$ cat src/rtl/sat_acc.sv
// Saturating mismatch accumulator.
//   clk, rst : clock, asynchronous active-high reset
//   clr      : clear the running count at the next edge
//   inc      : 1-bit term added this cycle
//   sum      : running count plus this cycle's term, saturated (combinational)
module sat_acc #(
  parameter int unsigned CW = 8
) (
  input  logic          clk,
  input  logic          rst,
  input  logic          clr,
  input  logic          inc,
  output logic [CW-1:0] sum
);

  logic [CW-1:0] acc;

  // Holding at all-ones keeps the count from wrapping back to a small value.
  assign sum = (acc == {CW{1'b1}}) ? acc : acc + CW'(inc);

  always_ff @(posedge clk or posedge rst) begin
    if (rst) begin
      acc <= '0;
    end else if (clr) begin
      acc <= '0;
    end else begin
      acc <= sum;
    end
  end

endmodule

$ cat config.mk
export PLATFORM = sky130hd
export DESIGN_NAME = sat_acc
export DESIGN_NICKNAME = d
export VERILOG_FILES = /design/src/rtl/sat_acc.sv
export SDC_FILE = /design/constraint.sdc
export NUM_CORES = 1
export LEC_CHECK = 0
export CAP_MARGIN = 20
export CELL_PAD_IN_SITES_DETAIL_PLACEMENT = 1
export CELL_PAD_IN_SITES_GLOBAL_PLACEMENT = 1
export CORE_MARGIN = 5
export CORE_UTILIZATION = 35
export CTS_CLUSTER_SIZE = 8
export DETAILED_ROUTE_END_ITERATION = 8
export PLACE_DENSITY_LB_ADDON = 0.1
export SYNTH_ARGS = -nofsm -noshare
export SYNTH_HDL_FRONTEND = slang
export SYNTH_SLANG_ARGS = --single-unit
$ cat constraint.sdc
create_clock -name clk -period 3.2 [get_ports clk]
set_input_delay 0.48 -clock clk [delete_from_list [all_inputs] [get_ports clk]]
set_output_delay 0.48 -clock clk [all_outputs]
set_load 0.05 [all_outputs]
==> metrics.yaml <==
yosys:
  ys_seq_area_share_pct: 40.7
  syn_area_sq_um: 492
  synth-seq-cells: 8
  ys_types: 22
  avgSynthCellArea_sq_um: 10.0
  postSynthCellCount: 49
  synth_warnings: 0
  syn_nets: 55
  yosysTopAreaCellShare_pct: 40.7
  yosys-top-cells-area: "dfrtp_1, a21oi_1, ha_1, nor4b_4, nand4_4"
  synth_area_leader_cell: "dfrtp_1"
setup_path:
  cp-endpoint: "sum[7]"
  critPathLaunchType: "primary input"
  crit_path_max_fanout: 5
  path_depth: 6
  worst-path-buf-inv: 2
  crit_type: "in -> out"
  required_ns: 2.72
  crit_top_cell: "clkdlybuf4s50_1"
  slowest_delay_ns: 0.72
  cpMaxStageDelayCell: "clkdlybuf4s50_1"
  r2r_slack_ns: 1.66
  cpLargestDelayFamily: "buffers and inverters"
  rr_startpoint: "acc[0]"
  arrival_ns: 2.49
  r2r-end: "acc[4]"
  cp_cell_sequence: "clkdlybuf4s50_1, ha_1, nand3_1, nor4b_4, a21oi_1, clkdlybuf4s50_1"
  cp-end-kind: "output port"
  r2r_cells: 5
  startpoint: "inc"
cells_and_area:
  regMostFlops: "acc"
  diodes: 0
  final_cell_mix: "a21oi_1, dfrtp_1, clkdlybuf4s50_1, buf_4"
  top_regs: "acc: 8 flops"
  syn2layout_area_growth_pct: 25.2
  fillCellCount: 153
  drive_gt1_share_pct: 23.0
  nNetsFinal: 69
  largest_reg_flops: 8
  postLayoutCellArea_sq_um: 616
  fin_util_pct: 46.7
placed_design:
  dp_hpwl_um: 937
  routabilityCongestion: 0.710
  placed_area_sq_um: 593
  pre_cts_ws_ns: 0.222
  io_buffers: 11
timing:
  rsz0062_at_grt: "no"
  holdWs_ns: 0.490
  finalHoldViolations: 0
  slew_violations: 0
  post-route-min-period_ns: 2.97
  timing.slew.headroom_pct: 65.2
  worst_pin_slew_ns: 0.520
  period_share_pct: 92.8
  max_freq_ghz: 0.337
  tns_ns: 0
  setup_violations: 0
  fin_skew_ns: 0.00650
  fin_ws_ns: 0.231
power_and_ir_drop:
  leakagePower_nw: 0.311
  powerDensity_mw_per_mm2: 376
  ir_worst_vdd_mv: 0.182
clocking:
  clk_latency_ns: 0.26
  numCtsBuffers: 3
  path_clk_slew_ns: 0.06
  cts_resized: 0
  cts.htree.levels: 1
  cts_setup_buffers: 0
  cts_max_path_buffers: 2
  clock-sinks: 8
  holdBufCountCts: 0
  cts_tree: "done"
  cts-root-buf: "clkbuf_4"
floorplanning:
  die_area_sq_mm: 0.00225
  coreArea_sq_mm: 0.00132
  initial_utilization_pct: 37.3
  pin_count: 12
  die_x_um: 47.5
  num_rows: 13
  die_h_um: 47.5
detailed_routing:
  num_vias: 415
  ant_nets: 0
  first_pass_iters: 4
  drc: 0
  drt_iter0_drc: 5
  avgRoutedWirePerCell_um: 16.2
  viasPerCell: 5.46
  wirelength_mm: 1.23
global_route:
  grt_pass1_wl_mm: 2.01
  grt_usage_pct: 14.3
  grt_pass1_vias: 447
  antenna_found_initial: 0
  overflow: 0
  grt_max_degree: 9
run_status:
  status: "finished clean"
flow_run:
  cap_violations: 0
worst_hold_path:
  hp-class: "in -> async"
-- cells in the mapped netlist --
library cell / instances
xor2_1: 1
nor3_1: 1
or2_1: 1
buf_6: 1
nand3_1: 3
and4b_1: 1
xnor2_1: 1
nor4b_4: 1
and4_2: 1
a21oi_1: 8
and4_1: 2
ha_1: 2
dfrtp_1: 8
nand2_1: 4
nor2_1: 4
a31oi_1: 1
a211oi_2: 1
inv_1: 4
and4_4: 1
nor3_2: 1
nand4_4: 1
buf_1: 1
-- cells by family (layout without fill, tap and decap cells) --
| logic type | after synthesis | in the layout | synth area share, % |
|---|---|---|---|
| AO/OA/AOI/OAI | 10 | 10 | 12.0 |
| XOR/XNOR | 2 | 2 | 3.56 |
| adder cells (fa/ha/maj) | 2 | 2 | 5.09 |
| buffers and inverters | 6 | 18 | 6.11 |
| flip-flops | 8 | 8 | 40.7 |
| AND/OR/NAND/NOR | 21 | 21 | 32.6 |
-- worst register-to-register path: stages, from the launching register on --
cell	delay, ns
dfrtp_1	0.42
ha_1	0.32
ha_1	0.30
nand3_1	0.11
xor2_1	0.18
a21oi_1	0.09
-- cell type report --
| cell class | count | area, sq um | share of cell area, % |
|---|---|---|---|
| multi-input cells | 35 | 262 | 42.5 |
| flip-flops and latches | 8 | 200 | 32.5 |
| repair buffers | 11 | 97.6 | 15.9 |
| clock buffers | 3 | 22.5 | 3.66 |
| well taps | 15 | 18.8 | 3.05 |
| inverters | 4 | 15.0 | 2.44 |
-- per-stage QoR --
step                cells  total power (W)
floorplan              49         0.000137
global placement       73         0.000152
detailed placement     73         0.000153
CTS                    76         0.000238
global route           76         0.000245
finish                 76         0.000232
-- where the power goes --
group	switching (W)	total, W	internal, W
combinational	0.0000278	0.0000420	0.0000142
sequential	0.00000477	0.000109	0.000104
clock	0.0000378	0.0000810	0.0000431
-- how the worst min path moves through the flow --
stage / end / slack (ns) / cells after the start
6_report: acc[7] / 0.49 / 2
5_1_grt: acc[7] / 0.53 / 2
4_1_cts: acc[7] / 0.49 / 2
3_5_place_dp: acc[5] / 0.58 / 2
3_3_place_gp: acc[5] / 0.54 / 2
2_1_floorplan: acc[0] / 0.30 / 1
-- per-layer routing --
| layer | share of wire [%] | GRT usage (%) | wire length [um] |
|---|---|---|---|
| met5 | 0 | 0 | 0 |
| met4 | 3.6 | 11.6 | 44 |
| met3 | 6.5 | 8.27 | 80 |
| met2 | 50 | 21.9 | 616 |
| met1 | 40 | 13.8 | 490 |
No activity file was read; power rests on OpenSTA's default activity.
